==> src/rtl/dec_controller_pkg.sv <==
// dec_controller_pkg: shared constants, derived widths and the phase enum for the RS decoder
// beat controller.
//   RS_COD_LEN  - codeword length in symbols
//   RS_MES_LEN  - message length in symbols
//   RS_PAR_LEN  - parity length in symbols
//   DEC_SYM_NUM - symbols per input beat (1 < DEC_SYM_NUM < RS_PAR_LEN)
//   CW_DEPTH    - max completed codewords waiting for the corrector
//   SEQ_W       - codeword sequence-number width
package dec_controller_pkg;

    localparam int unsigned RS_COD_LEN  = 255;
    localparam int unsigned RS_MES_LEN  = 239;
    localparam int unsigned RS_PAR_LEN  = RS_COD_LEN - RS_MES_LEN;
    localparam int unsigned DEC_SYM_NUM = 8;
    localparam int unsigned CW_DEPTH    = 2;
    localparam int unsigned SEQ_W       = 4;

    localparam int unsigned CNT_W   = $clog2(RS_COD_LEN);
    // One extra bit so counter + DEC_SYM_NUM cannot overflow.
    localparam int unsigned EXT_W   = CNT_W + 1;
    localparam int unsigned SPLIT_W = $clog2(DEC_SYM_NUM + 1);
    localparam int unsigned OFF_W   = $clog2(DEC_SYM_NUM);
    localparam int unsigned PEND_W  = $clog2(CW_DEPTH + 1);

    typedef enum logic [2:0] {
        DEC_IDL,  // no beat accepted this cycle
        DEC_MES,  // all lanes are message symbols
        DEC_MTP,  // beat crosses from message into parity
        DEC_PAR,  // all lanes of the current codeword are parity
        DEC_PTM   // parity tail of one codeword, message head of the next
    } dec_phase_e;

endpackage

==> src/rtl/dec_controller_if.sv <==
// dec_controller_if: input-beat handshake and corrector-release signals of the decoder controller.
//   in_valid - input beat valid            (master -> slave)
//   in_ready - input beat accepted         (slave  -> master)
//   cor_done - corrector released a codeword (master -> slave)
//   cor_fail - qualifies cor_done: uncorrectable (master -> slave)
interface dec_controller_if;

    logic in_valid;
    logic in_ready;
    logic cor_done;
    logic cor_fail;

    modport master (
        output in_valid,
        output cor_done,
        output cor_fail,
        input  in_ready
    );

    modport slave (
        input  in_valid,
        input  cor_done,
        input  cor_fail,
        output in_ready
    );

endinterface

==> src/rtl/dec_controller_credit.sv <==
// dec_controller_credit: count of completed codewords still waiting for the corrector, and the
// input-ready throttle derived from it. Optional uncorrectable-codeword counter when the macro
// DEC_CON_ERR_CNT_EN is defined.
//   clk_i        - clock
//   rst_ni       - synchronous active-low reset
//   inc_i        - a codeword was completed (accepted beat carrying its last symbol)
//   dec_i        - corrector released one codeword (ignored when nothing is pending)
//   fail_i       - qualifies dec_i as uncorrectable (DEC_CON_ERR_CNT_EN only)
//   err_count_o  - saturating uncorrectable count (DEC_CON_ERR_CNT_EN only)
//   pend_count_o - codewords pending correction
//   ready_o      - room for another codeword
module dec_controller_credit
    import dec_controller_pkg::*;
(
    input  logic              clk_i,
    input  logic              rst_ni,
    input  logic              inc_i,
    input  logic              dec_i,
`ifdef DEC_CON_ERR_CNT_EN
    input  logic              fail_i,
    output logic [15:0]       err_count_o,
`endif
    output logic [PEND_W-1:0] pend_count_o,
    output logic              ready_o
);

    logic [PEND_W-1:0] pend_q, pend_d;
    logic              dec_ok;

    assign dec_ok = dec_i & (pend_q != '0);

    // inc_i can only fire while ready_o is high, so pend_q never exceeds CW_DEPTH.
    always_comb begin
        pend_d = pend_q;
        if (inc_i && !dec_ok) begin
            pend_d = pend_q + PEND_W'(1);
        end else if (!inc_i && dec_ok) begin
            pend_d = pend_q - PEND_W'(1);
        end
    end

    always_ff @(posedge clk_i) begin
        if (!rst_ni) begin
            pend_q <= '0;
        end else begin
            pend_q <= pend_d;
        end
    end

    assign pend_count_o = pend_q;
    assign ready_o      = pend_q < PEND_W'(CW_DEPTH);

`ifdef DEC_CON_ERR_CNT_EN
    logic [15:0] err_q, err_d;

    always_comb begin
        err_d = err_q;
        if (dec_ok && fail_i && (err_q != 16'hFFFF)) begin
            err_d = err_q + 16'd1;
        end
    end

    always_ff @(posedge clk_i) begin
        if (!rst_ni) begin
            err_q <= '0;
        end else begin
            err_q <= err_d;
        end
    end

    assign err_count_o = err_q;
`endif

endmodule

==> src/rtl/dec_controller.sv <==
// dec_controller: beat-level controller for the parallel RS decoder. Tracks codeword boundaries
// in a stream of back-to-back codewords arriving DEC_SYM_NUM symbols per beat, drives lane-split
// and phase controls to the syndrome stage and message-extraction controls to the output
// gearbox, and throttles input with a credit of codewords awaiting the corrector.
// Optional feature macro: DEC_CON_ERR_CNT_EN adds err_count_o (uncorrectable codeword count).
//   clk_i         - clock
//   rst_ni        - synchronous active-low reset
//   bus_io        - handshake interface (in_valid/in_ready, cor_done/cor_fail)
//   con_counter_o - codeword index of lane 0 of the current beat
//   dec_phase_o   - beat phase (DEC_IDL when no beat is accepted)
//   syn_split_o   - lanes [0,split) belong to the current codeword
//   syn_start_o   - accepted beat holds symbol 0 of a codeword
//   syn_last_o    - accepted beat holds the last symbol of a codeword
//   mes_count_o   - message symbols in the beat
//   mes_offset_o  - lane of the first message symbol
//   cw_seq_o      - sequence number of the codeword closed by syn_last_o
//   err_count_o   - uncorrectable codewords, saturating (DEC_CON_ERR_CNT_EN only)
//   pend_count_o  - codewords pending correction
module dec_controller
    import dec_controller_pkg::*;
(
    input  logic               clk_i,
    input  logic               rst_ni,
    dec_controller_if.slave    bus_io,
    output logic [CNT_W-1:0]   con_counter_o,
    output dec_phase_e         dec_phase_o,
    output logic [SPLIT_W-1:0] syn_split_o,
    output logic               syn_start_o,
    output logic               syn_last_o,
    output logic [SPLIT_W-1:0] mes_count_o,
    output logic [OFF_W-1:0]   mes_offset_o,
    output logic [SEQ_W-1:0]   cw_seq_o,
`ifdef DEC_CON_ERR_CNT_EN
    output logic [15:0]        err_count_o,
`endif
    output logic [PEND_W-1:0]  pend_count_o
);

    logic [CNT_W-1:0]   cnt_q, cnt_d;
    logic [SEQ_W-1:0]   seq_q, seq_d;
    logic [EXT_W-1:0]   cnt_ext, nxt, rem;
    logic               acc, ready;
    logic               last_raw, ptm, mtp, par;
    logic [SPLIT_W-1:0] split;
    dec_phase_e         phase_raw;

    assign acc     = bus_io.in_valid & ready;
    assign cnt_ext = {1'b0, cnt_q};
    assign nxt     = cnt_ext + EXT_W'(DEC_SYM_NUM);
    assign rem     = EXT_W'(RS_COD_LEN) - cnt_ext;

    // The current codeword ends inside this beat.
    assign last_raw = nxt >= EXT_W'(RS_COD_LEN);
    assign split    = (rem < EXT_W'(DEC_SYM_NUM)) ? SPLIT_W'(rem) : SPLIT_W'(DEC_SYM_NUM);
    // Next codeword starts in the same beat.
    assign ptm      = last_raw & (rem < EXT_W'(DEC_SYM_NUM));
    assign mtp      = (cnt_ext < EXT_W'(RS_MES_LEN)) & (nxt > EXT_W'(RS_MES_LEN));
    assign par      = cnt_ext >= EXT_W'(RS_MES_LEN);

    always_comb begin
        phase_raw    = DEC_MES;
        mes_count_o  = SPLIT_W'(DEC_SYM_NUM);
        mes_offset_o = '0;
        if (ptm) begin
            phase_raw = DEC_PTM;
        end else if (mtp) begin
            phase_raw = DEC_MTP;
        end else if (par) begin
            phase_raw = DEC_PAR;
        end
        unique case (phase_raw)
            DEC_MTP: mes_count_o = SPLIT_W'(EXT_W'(RS_MES_LEN) - cnt_ext);
            DEC_PAR: mes_count_o = '0;
            DEC_PTM: begin
                // Head of the next codeword is all message since DEC_SYM_NUM < RS_MES_LEN.
                mes_count_o  = SPLIT_W'(DEC_SYM_NUM) - split;
                mes_offset_o = OFF_W'(split);
            end
            default: mes_count_o = SPLIT_W'(DEC_SYM_NUM);
        endcase
    end

    always_comb begin
        cnt_d = cnt_q;
        seq_d = seq_q;
        if (acc) begin
            cnt_d = last_raw ? CNT_W'(nxt - EXT_W'(RS_COD_LEN)) : nxt[CNT_W-1:0];
            if (last_raw) begin
                seq_d = seq_q + SEQ_W'(1);
            end
        end
    end

    always_ff @(posedge clk_i) begin
        if (!rst_ni) begin
            cnt_q <= '0;
            seq_q <= '0;
        end else begin
            cnt_q <= cnt_d;
            seq_q <= seq_d;
        end
    end

    dec_controller_credit u_credit (
        .clk_i        (clk_i),
        .rst_ni       (rst_ni),
        .inc_i        (acc & last_raw),
        .dec_i        (bus_io.cor_done),
`ifdef DEC_CON_ERR_CNT_EN
        .fail_i       (bus_io.cor_fail),
        .err_count_o  (err_count_o),
`endif
        .pend_count_o (pend_count_o),
        .ready_o      (ready)
    );

`ifndef DEC_CON_ERR_CNT_EN
    logic unused_cor_fail;
    assign unused_cor_fail = bus_io.cor_fail;
`endif

    assign bus_io.in_ready = ready;
    assign con_counter_o   = cnt_q;
    assign dec_phase_o     = acc ? phase_raw : DEC_IDL;
    assign syn_split_o     = split;
    assign syn_start_o     = acc & ((cnt_q == '0) | ptm);
    assign syn_last_o      = acc & last_raw;
    assign cw_seq_o        = seq_q;

endmodule

==> src/flat_wrapper.sv <==
// flat-port wrapper written by rule: the top's interface ports become plain ports
module dec_controller_flat import dec_controller_pkg::*;
  (clk_i, rst_ni, con_counter_o, dec_phase_o, syn_split_o, syn_start_o, syn_last_o, mes_count_o, mes_offset_o, cw_seq_o, pend_count_o, bus_io_in_valid, bus_io_cor_done, bus_io_cor_fail, bus_io_in_ready);
  dec_controller_if bus_io_i ();
  input  logic clk_i;
  input  logic rst_ni;
  output logic [CNT_W-1:0] con_counter_o;
  output dec_phase_e dec_phase_o;
  output logic [SPLIT_W-1:0] syn_split_o;
  output logic syn_start_o;
  output logic syn_last_o;
  output logic [SPLIT_W-1:0] mes_count_o;
  output logic [OFF_W-1:0] mes_offset_o;
  output logic [SEQ_W-1:0] cw_seq_o;
  output logic [PEND_W-1:0] pend_count_o;
  input wire logic [$bits(bus_io_i.in_valid)-1:0] bus_io_in_valid;
  input wire logic [$bits(bus_io_i.cor_done)-1:0] bus_io_cor_done;
  input wire logic [$bits(bus_io_i.cor_fail)-1:0] bus_io_cor_fail;
  output wire logic [$bits(bus_io_i.in_ready)-1:0] bus_io_in_ready;
  assign bus_io_i.in_valid = bus_io_in_valid;
  assign bus_io_i.cor_done = bus_io_cor_done;
  assign bus_io_i.cor_fail = bus_io_cor_fail;
  assign bus_io_in_ready = bus_io_i.in_ready;
  dec_controller u_core (.clk_i(clk_i), .rst_ni(rst_ni), .bus_io(bus_io_i), .con_counter_o(con_counter_o), .dec_phase_o(dec_phase_o), .syn_split_o(syn_split_o), .syn_start_o(syn_start_o), .syn_last_o(syn_last_o), .mes_count_o(mes_count_o), .mes_offset_o(mes_offset_o), .cw_seq_o(cw_seq_o), .pend_count_o(pend_count_o));
endmodule
==> config.mk <==
export PLATFORM = sky130hd
export DESIGN_NAME = dec_controller_flat
export DESIGN_NICKNAME = d
export VERILOG_FILES = /design/src/rtl/dec_controller_pkg.sv /design/src/rtl/dec_controller_if.sv /design/src/rtl/dec_controller_credit.sv /design/src/rtl/dec_controller.sv /design/src/flat_wrapper.sv
export SDC_FILE = /design/constraint.sdc
export NUM_CORES = 1
export LEC_CHECK = 0
export CAP_MARGIN = 20
export CORE_ASPECT_RATIO = 2
export CORE_UTILIZATION = 41
export CTS_BUF_LIST = sky130_fd_sc_hd__clkbuf_8 sky130_fd_sc_hd__clkbuf_16
export DETAILED_ROUTE_END_ITERATION = 8
export DONT_BUFFER_PORTS = 1
export GPL_TIMING_DRIVEN = 0
export HOLD_SLACK_MARGIN = 0.1
export SYNTH_ARGS = -nofsm -noshare
export SYNTH_HDL_FRONTEND = slang
export SYNTH_SLANG_ARGS = --single-unit
export TNS_END_PERCENT = 50
==> constraint.sdc <==
create_clock -name clk_i -period 2.9 [get_ports clk_i]
set_clock_uncertainty 0.15 [all_clocks]
set_input_delay 0.725 -clock clk_i [delete_from_list [all_inputs] [get_ports clk_i]]
set_output_delay 0.725 -clock clk_i [all_outputs]
set_load 0.005 [all_outputs]
==> qor.csv, run 1 <==
metric,value,unit
status,finished clean,
max_cap_viol_count,0,
syn_area,1260,um2
drt-wirelength-per-cell,18.3,um
min_path_type,flop to flop,
synth_seq_cells,14,
ir_worst_vdd,0.255,mV
cp_num_cells,8,
cts_inserted_buffers,3,
htree_levels,1,
rsz0062_at_grt,no,
power_density,331,nW/um2
synth_flop_cell,dfxtp_1,
crit_buf_inv,2,
cpPeakStageDelay,0.38,ns
syn-num-nets,179,
synth_edf_count,0,
period_share,97.9,%
path_class,flop to output pin,
clk_latency,0.26,ns
crit_chain,buf_8 > inv_1 > ha_4 > a41o_1 > o31a_1 > o211ai_1 > or2_4 > and3_4,
yosysWarnings,0,
whs_path_depth,2,
dr.pass1.iters,4,
die_w,41.2,um
antenna_left,0,
critPathMaxFanout,5,
area_delta_synth_final,14.1,%
reg2reg_slack,0.33,ns
totalWireLength,3.71,mm
min_period,2.84,ns
yosysSeqAreaShare,22.2,%
clock-sinks,14,
dp_hpwl,2.78,mm
crit_path_end_kind,output pin,
die_area,3320,um2
async_reset_ff_share,0,%
slew-limit-headroom,58.3,%
syn_inst,166,
grt_pass1_vias,1244,
via_per_inst,6.34,
drtIter0Drc,33,
ios,36,
path_delay_family,simple AND/OR/NAND/NOR gates,
grt_start_max_net_pins,11,
clkTransAtPathRegs,0.06,ns
cp_data_required_time,2.03,ns
final_hold_viol_count,0,
worst_pin_slew,0.626,ns
antenna_found_initial,0,
port_buffers,0,
route.detailed.drc,0,
slew_viol_final,0,
ctsRootBufferMaster,clkbuf_8,
n_antenna_cell,0,
arrival,1.96,ns
setup_viol,0,
r2r-start,u_core.con_counter_o[4],
worst_r2r_path_depth,10,
postCtsHoldBufs,0,
max_freq,0.352,GHz
gr-total-overflow,0,
r2r_end,u_core.u_credit.pend_count_o[1],
die_h,80.4,um
post-place-ws,-0.333,ns
cp-start-kind,flop,
core,2940,um2
num_vias,1287,
cts_tree,yes,
clk_path_buf_depth,2,
grtUsageTotal,25.5,%
start_util,42.9,%
final_util,48.9,%
num-nets-final,187,
gp_congestion,0.815,
synth_cell_types,48,
setup_ws,0.0623,ns
min_to,u_core.cw_seq_o[1],
power,476,uW
drive_above_1_share,20.2,%
leakage,0.505,nW
syn_area_per_cell,7.60,um2
worstHoldStart,u_core.cw_seq_o[1],
cpMaxStageDelayCell,dfxtp_4,
rows,28,
grt_first_pass_wirelength,5.83,mm
routing by layer:
metal	track usage (%)	routed length (um)
met4	17.4	140
met2	44.4	2110
met5	0	0
met3	3.87	130
met1	24.5	1320
through the flow:
stage                     instances  TNS, ns  instance area, um2  hold WS (ns)
after floorplan                 166        0                1260         0.342
after global placement          196    -2.20                1300         0.368
after detailed placement        196    -2.73                1300         0.389
after CTS                       203   -0.159                1440         0.398
after global routing            203        0                1440         0.422
final                           203        0                1440         0.393
cell usage after synthesis, types with 5 or more instances:
| master | count | share of area, % |
|---|---|---|
| a21oi_1 | 10 | 4.0 |
| o211ai_1 | 5 | 3.0 |
| dfxtp_1 | 14 | 22 |
| mux2i_1 | 5 | 4.0 |
| nand2_1 | 19 | 5.7 |
| ha_1 | 8 | 7.9 |
| nor2_1 | 9 | 2.7 |
| nand4_1 | 6 | 3.0 |
| clkbuf_1 | 6 | 1.8 |
| inv_1 | 10 | 3.0 |
| nor3_1 | 5 | 2.0 |
| o21ai_0 | 12 | 4.8 |
| nand3_1 | 6 | 2.4 |
area by class of cell:
cell class | count | area [um2]
buffer | 12 | 76.3
clock buffer | 4 | 55.1
fill | 312 | 1500
inverter | 10 | 42.5
multi-input combinational | 129 | 907
sequential | 14 | 290
tap | 30 | 37.5
timing repair buffer | 4 | 30.0
power by group:
part	internal, mW	switching [mW]
clock network	0.121	0.0800
registers	0.194	0.00488
logic	0.0317	0.0446
worst min-delay path, stage by stage (launching register included):
cell     delay, ns
dfxtp_1       0.36
nand2_1       0.08
mux2i_1       0.06
layout by cell type (no fill, tap or decap), types with 2 or more instances in the layout:
master,instances
nand4_1,6
nor3_1,4
o211ai_1,5
ha_1,6
o21ai_0,11
clkbuf_1,4
or4_1,3
a21oi_1,9
o21a_1,2
nand3_1,6
a41oi_1,2
xor2_1,3
buf_4,6
nand2b_1,2
buf_2,3
nand2_1,19
inv_1,9
a31oi_1,3
dfxtp_2,2
nor2b_1,2
a21oi_4,2
nor2_1,9
dfxtp_1,10
mux2i_1,5
clkbuf_8,4
dfxtp_4,2
worst max-delay path by stage:
stage                            start        endpoint  slack [ns]
6_report       u_core.con_counter_o[4]  dec_phase_o[0]        0.06
5_1_grt        u_core.con_counter_o[4]  mes_count_o[2]       0.007
4_1_cts        u_core.con_counter_o[3]  dec_phase_o[0]       -0.06
3_5_place_dp   u_core.con_counter_o[3]  mes_count_o[1]       -0.33
3_3_place_gp   u_core.con_counter_o[3]  mes_count_o[1]       -0.29
2_1_floorplan  u_core.con_counter_o[3]  dec_phase_o[2]        0.06
flip-flops by register name, summed over array words and instances, names as in the netlist:
| register | count |
|---|---|
| u_core.con_counter_o | 8 |
| u_core.cw_seq_o | 4 |
| u_core.u_credit.pend_count_o | 2 |
kinds of logic after synthesis:
kind of cell             share of synthesized area (%)
AND/OR/NAND/NOR                                   27.7
AO/OA/AOI/OAI                                     26.8
buffers and inverters                             8.63
flip-flops                                        22.2
adder cells (fa/ha/maj)                           7.94
multiplexers                                      3.97
XOR/XNOR                                          2.78
what timing repair did:
| action | 4_1_cts | 5_1_grt |
|---|---|---|
| setup endpoints to repair | 12 | 7 |
| setup buffers | 3 | 1 |
| pin swaps | 3 | 2 |
| resized for setup | 19 | 5 |
(Power assumes the default switching activity.)
==> run 2: changes to the inputs <==
--- a/config.mk
+++ b/config.mk
@@ -13,6 +13,7 @@
 export DONT_BUFFER_PORTS = 1
 export GPL_TIMING_DRIVEN = 0
 export HOLD_SLACK_MARGIN = 0.1
+export SLEW_MARGIN = 15
 export SYNTH_ARGS = -nofsm -noshare
 export SYNTH_HDL_FRONTEND = slang
 export SYNTH_SLANG_ARGS = --single-unit
==> results of run 2 <==
The final DEF is identical to that of run 1; final timing and power are the same.
